===== src/rtl/npu_seq_pkg.sv =====
// Shared types and constants for the NPU instruction sequencer.
package npu_seq_pkg;
  localparam int INST_W = 32;

  localparam logic [3:0] OP_NOP  = 4'h0;
  localparam logic [3:0] OP_JUMP = 4'hE;
  localparam logic [3:0] OP_HALT = 4'hF;

  typedef enum logic [2:0] {
    IDLE, FETCH, CAPTURE, EXEC, ISSUE, DONE
  } state_t;

  typedef struct packed {
    logic [3:0]  opcode;
    logic [5:0]  src1;
    logic [5:0]  src2;
    logic [1:0]  dest;
    logic [15:0] imm;
  } dec_t;
endpackage


===== src/rtl/npu_inst_sequencer_decoder.sv =====
// Field extraction for 32-bit NPU instructions.
// Layout: opcode[31:28] src1[27:22] src2[21:16] dest[15:14] imm[15:0] (dest shares imm's top bits).
module instruction_decoder
  import npu_seq_pkg::*;
(
  input  logic [INST_W-1:0] inst,
  output dec_t              dec
);
  assign dec.opcode = inst[31:28];
  assign dec.src1   = inst[27:22];
  assign dec.src2   = inst[21:16];
  assign dec.dest   = inst[15:14];
  assign dec.imm    = inst[15:0];
endmodule


===== src/rtl/npu_inst_sequencer.sv =====
// Fetch/decode/issue sequencer: one instruction in flight, control opcodes handled locally.
module npu_inst_sequencer
  import npu_seq_pkg::*;
#(
  parameter int IMEM_AW = 8,
  parameter int CNT_W   = 16
) (
  input  logic               clk,
  input  logic               rst_n,
  input  logic               start,
  input  logic [IMEM_AW-1:0] start_pc,
  input  logic               abort,
  output logic               imem_en,
  output logic [IMEM_AW-1:0] imem_addr,
  input  logic [INST_W-1:0]  imem_rdata,
  output logic               issue_valid,
  input  logic               issue_ready,
  output logic [3:0]         issue_opcode,
  output logic [5:0]         issue_src1,
  output logic [5:0]         issue_src2,
  output logic [1:0]         issue_dest,
  output logic [15:0]        issue_imm,
  output logic               busy,
  output logic               done,
  output logic [CNT_W-1:0]   issued_count,
  output logic [IMEM_AW-1:0] pc_out
);
  state_t             state_q, state_d;
  logic [IMEM_AW-1:0] pc_q, pc_d;
  logic [INST_W-1:0]  inst_q, inst_d;
  logic [CNT_W-1:0]   cnt_q, cnt_d;
  dec_t               dec;

  instruction_decoder u_dec (.inst(inst_q), .dec(dec));

  always_ff @(posedge clk or negedge rst_n) begin
    if (!rst_n) begin
      state_q <= IDLE;
      pc_q    <= '0;
      inst_q  <= '0;
      cnt_q   <= '0;
    end else begin
      state_q <= state_d;
      pc_q    <= pc_d;
      inst_q  <= inst_d;
      cnt_q   <= cnt_d;
    end
  end

  always_comb begin
    state_d = state_q;
    pc_d    = pc_q;
    inst_d  = inst_q;
    cnt_d   = cnt_q;
    unique case (state_q)
      IDLE: if (start) begin
        pc_d    = start_pc;
        cnt_d   = '0;
        state_d = FETCH;
      end
      FETCH:   state_d = CAPTURE;
      CAPTURE: begin
        inst_d  = imem_rdata;
        state_d = EXEC;
      end
      EXEC: begin
        unique case (dec.opcode)
          OP_NOP: begin
            pc_d    = pc_q + IMEM_AW'(1);
            state_d = FETCH;
          end
          OP_JUMP: begin
            pc_d    = dec.imm[IMEM_AW-1:0];
            state_d = FETCH;
          end
          OP_HALT: state_d = DONE;
          default: state_d = ISSUE;
        endcase
      end
      ISSUE: if (issue_ready) begin
        pc_d    = pc_q + IMEM_AW'(1);
        cnt_d   = cnt_q + CNT_W'(1);
        state_d = FETCH;
      end
      DONE:    state_d = IDLE;
      default: state_d = IDLE;
    endcase
    // abort outranks start, handshakes and control flow; architectural state is kept
    if (abort) begin
      state_d = IDLE;
      pc_d    = pc_q;
      cnt_d   = cnt_q;
      inst_d  = inst_q;
    end
  end

  // Outputs decode straight from the state register so reset clears them without a clock.
  assign imem_en      = (state_q == FETCH);
  assign imem_addr    = pc_q;
  assign issue_valid  = (state_q == ISSUE);
  assign issue_opcode = dec.opcode;
  assign issue_src1   = dec.src1;
  assign issue_src2   = dec.src2;
  assign issue_dest   = dec.dest;
  assign issue_imm    = dec.imm;
  assign busy         = (state_q != IDLE);
  assign done         = (state_q == DONE);
  assign issued_count = cnt_q;
  assign pc_out       = pc_q;
endmodule

===== config.mk =====
export PLATFORM = sky130hd
export DESIGN_NAME = npu_inst_sequencer
export DESIGN_NICKNAME = d
export VERILOG_FILES = /design/src/rtl/npu_seq_pkg.sv /design/src/rtl/npu_inst_sequencer_decoder.sv /design/src/rtl/npu_inst_sequencer.sv
export SDC_FILE = /design/constraint.sdc
export NUM_CORES = 1
export LEC_CHECK = 0
export CAP_MARGIN = 10
export CELL_PAD_IN_SITES_DETAIL_PLACEMENT = 1
export CELL_PAD_IN_SITES_GLOBAL_PLACEMENT = 2
export CORE_ASPECT_RATIO = 0.5
export CORE_MARGIN = 1.5
export CORE_UTILIZATION = 26
export CTS_CLUSTER_DIAMETER = 60
export CTS_CLUSTER_SIZE = 10
export DETAILED_ROUTE_END_ITERATION = 8
export PLACE_DENSITY_LB_ADDON = 0.1
export SYNTH_ARGS = -nofsm -noshare
export SYNTH_HDL_FRONTEND = slang
export SYNTH_SLANG_ARGS = --single-unit

===== constraint.sdc =====
create_clock -name clk -period 2.3 [get_ports clk]
set_input_delay 0.345 -clock clk [delete_from_list [all_inputs] [get_ports clk]]
set_output_delay 0.345 -clock clk [all_outputs]
set_load 0.01 [all_outputs]

==> results of run 1 <==
cell usage after synthesis (5+ instances only):
cell type / n
nand3_1: 12
nand2_1: 28
buf_4: 10
a21oi_1: 12
nor2_1: 24
mux2_2: 32
clkbuf_1: 6
nor3_1: 5
xor2_1: 11
o21ai_0: 20
dfrtp_1: 59
power breakdown:
group	internal, mW	switching (mW)
Combinational	1.08	0.653
Sequential	1.38	0.314
Clock	1.07	0.486
Total	3.52	1.45
final cells by class:
cell class	count	area [um^2]
well taps	140	175.2
multi-input cells	187	1257
fillers	1142	5933
repair buffers	124	1236
clock inverters	3	67.56
flip-flops and latches	59	1478
inverters	4	15.01
clock buffers	13	280.3
worst reg2reg max path, stage by stage (launching register included):
cell	delay (ns)
dfrtp_1	0.46
or3_4	0.44
nor4_4	0.30
nand2_2	0.08
or3_1	0.34
a21oi_1	0.15
state kept, by name, indices dropped and copies added, names as in the netlist:
name,cells
imem_addr,8
state_q,3
issued_count,16
inst_q,32
path summary, 6_finish.rpt:
| path | from | endpoint | slack (ns) | depth (start not counted) |
|---|---|---|---|---|
| hold / removal | rst_n | issued_count[7] | 0.0004 | 1 |
| hold reg to reg | inst_q[11] | inst_q[11] | 0.50 | 1 |
| max in group asynchronous | rst_n | imem_addr[1] | 1.69 | 2 |
| setup / recovery | state_q[1] | issue_valid | 0.12 | 4 |
| setup reg to reg | state_q[1] | issued_count[15] | 0.45 | 5 |
| min in group clk | inst_q[11] | inst_q[11] | 0.50 | 1 |
placed cells by master, fill, tap and decap left out, types with 3 or more instances in the layout:
| cell type | instances |
|---|---|
| o21ai_0 | 20 |
| xnor2_1 | 3 |
| nand2_1 | 28 |
| nor3_1 | 4 |
| inv_1 | 4 |
| clkbuf_8 | 4 |
| clkdlybuf4s50_1 | 113 |
| nand3_1 | 12 |
| nor2_1 | 23 |
| nand4_1 | 4 |
| mux2_2 | 32 |
| xor2_1 | 11 |
| nand2b_1 | 3 |
| buf_4 | 8 |
| dfrtp_1 | 58 |
| a21oi_1 | 12 |
| a211oi_1 | 4 |
| clkbuf_16 | 9 |
| or3_1 | 4 |
cells by family after synthesis:
kind of cell,count (synthesis),share of synthesized area [%]
buffers and inverters,23,4.471
muxes,33,12.98
adders and majority gates,2,0.8767
AOI/OAI and AO/OA,46,9.645
DFF,59,51.73
xor gates and xnor gates,14,4.296
and+or+nand+nor,92,16.00
metal layers:
| metal | GRT usage, % | vias up |
|---|---|---|
| met1 | 19.34 | 1261 |
| met2 | 25.48 | 64 |
| met5 | 0 | - |
| met4 | 4.951 | 0 |
| met3 | 5.893 | 9 |
| li1 | - | 1172 |
through the flow:
step	total power [mW]	instances	util, %
after floorplan	2.424	269	-
after global placement	3.422	514	39.82
after detailed placement	3.466	514	39.82
after CTS	5.054	530	43.15
after global routing	5.245	530	43.18
final	4.976	530	43.18
repair_timing:
item	in CTS	in global routing
setup endpoints to repair	0	2
endpoints found under the hold margin	0	0
gates resized for setup	0	2
==> flow_metrics.env, run 1 <==
export IMPL_outcome="completed"
export IMPL_coreArea_um2=10440
export IMPL_drc_errors=0
export IMPL_h_tree_depth=3
export IMPL_postCtsSetupBuffers=0
export IMPL_finalNetCount=432
export IMPL_clock_skew_ns=0.006503
export IMPL_ios=115
export IMPL_synth_edf_count=0
export IMPL_pre_cts_slack_ns=0.2063
export IMPL_finalInstanceArea_um2=4509
export IMPL_antenna_found_initial=0
export IMPL_syn_nets=316
export IMPL_crit_chain="nor2_2, nand2_1, inv_1, clkdlybuf4s50_1"
export IMPL_wl_met2_um=4070
export IMPL_critical_path_top_delay_family="buffers and inverters"
export IMPL_wire_per_inst_um=15.88
export IMPL_place_area_um2=4158
export IMPL_drv_cap=0
export IMPL_cts_clk_slew_worst_paths_ns=0.06
export IMPL_path_class="reg2out"
export IMPL_timing_hold_ws_ns=0.0003782
export IMPL_tns_ns=0
export IMPL_gp_congestion=0.7458
export IMPL_route_met3_wl_um=534
export IMPL_syn_cell_area_um2=2854
export IMPL_timing_critical_path_buf_inv=2
export IMPL_synthArstFlopShare_pct=100.0
export IMPL_drtPass1Iterations=4
export IMPL_root_buffer="clkbuf_16"
export IMPL_port_buffer_count=114
export IMPL_cts_tree="yes"
export IMPL_first_iter_violations=53
export IMPL_cp_start_kind="flop"
export IMPL_yosys_warnings=0
export IMPL_fp_dieW_um=151.2
export IMPL_fmax_ghz=0.4589
export IMPL_synthCells=269
export IMPL_finalCriticalPeriod_ns=2.179
export IMPL_yosysTopAreaCellShare_pct=51.73
export IMPL_grtUsageTotal_pct=15.73
export IMPL_hold_viol=0
export IMPL_synth_ff_type="dfrtp_1"
export IMPL_grt_pass1_vias=2697
export IMPL_initial_core_util_pct=27.33
export IMPL_ys_top_cells_by_area="dfrtp_1 (52%), mux2_2 (13%), nand2_1 (3.7%)"
export IMPL_vias_per_cell=4.728
export IMPL_ys_types=39
export IMPL_cts_sinks=59
export IMPL_power_per_cell_area_nw_per_um2=1103
export IMPL_die_area_um2=11650
export IMPL_peakVddDrop_mv=0.4579
export IMPL_maxSlewHeadroom_pct=58.93
export IMPL_syn_to_final_growth_pct=58.00
export IMPL_row_count=26
export IMPL_vias=2506
export IMPL_tightest_slew_ns=0.6138
export IMPL_overflow=0
export IMPL_post_dp_hpwl_um=6219
export IMPL_die_h_um=77.09
export IMPL_grt_pass1_wl_um=13920
export IMPL_antenna_cells=0
export IMPL_wl_um=8418
export IMPL_period_share_pct=94.75
export IMPL_maxSlewViolCount=0
export IMPL_worstPathMaxFanout=8
export IMPL_clockBufferDepth=2
export IMPL_critPathSlowestCell="clkdlybuf4s50_1"
export IMPL_wl_met1_um=3726
export IMPL_setup_viol=0
export IMPL_setup_ws_ns=0.1208
export IMPL_postSynthAreaPerCell_um2=10.61
export IMPL_grt_max_degree=40
export IMPL_drive_gt1_share_pct=17.44
export IMPL_ant_nets=0
export IMPL_crit_arrival_ns=1.83
export IMPL_rsz0062_at_grt="no"
export IMPL_worst_path_largest_cell_delay_ns=0.57
export IMPL_top_layer_used="met4"
export IMPL_cts_buffers=9
export IMPL_synth_largest_area_cell="dfrtp_1"
export IMPL_leakagePower_nw=1.828
export IMPL_crit_path_end_kind="output pin"
export IMPL_ys_seq_area_share_pct=51.73
export IMPL_cts_hold_buf=0
export IMPL_hold_path_class="in2async"
export IMPL_worstSkewPairLatency_ns=0.33
export IMPL_cp_required_ns=1.96
export IMPL_synth_seq_cells=59
Note: power is estimated with default switching activity, not from simulation.
==> run 2, diff against run 1 <==
Settings changed: ABC_CLOCK_PERIOD_IN_PS from default to 2300.
==> results of run 2 <==
The final DEF is identical to that of run 1; final timing and power are the same.
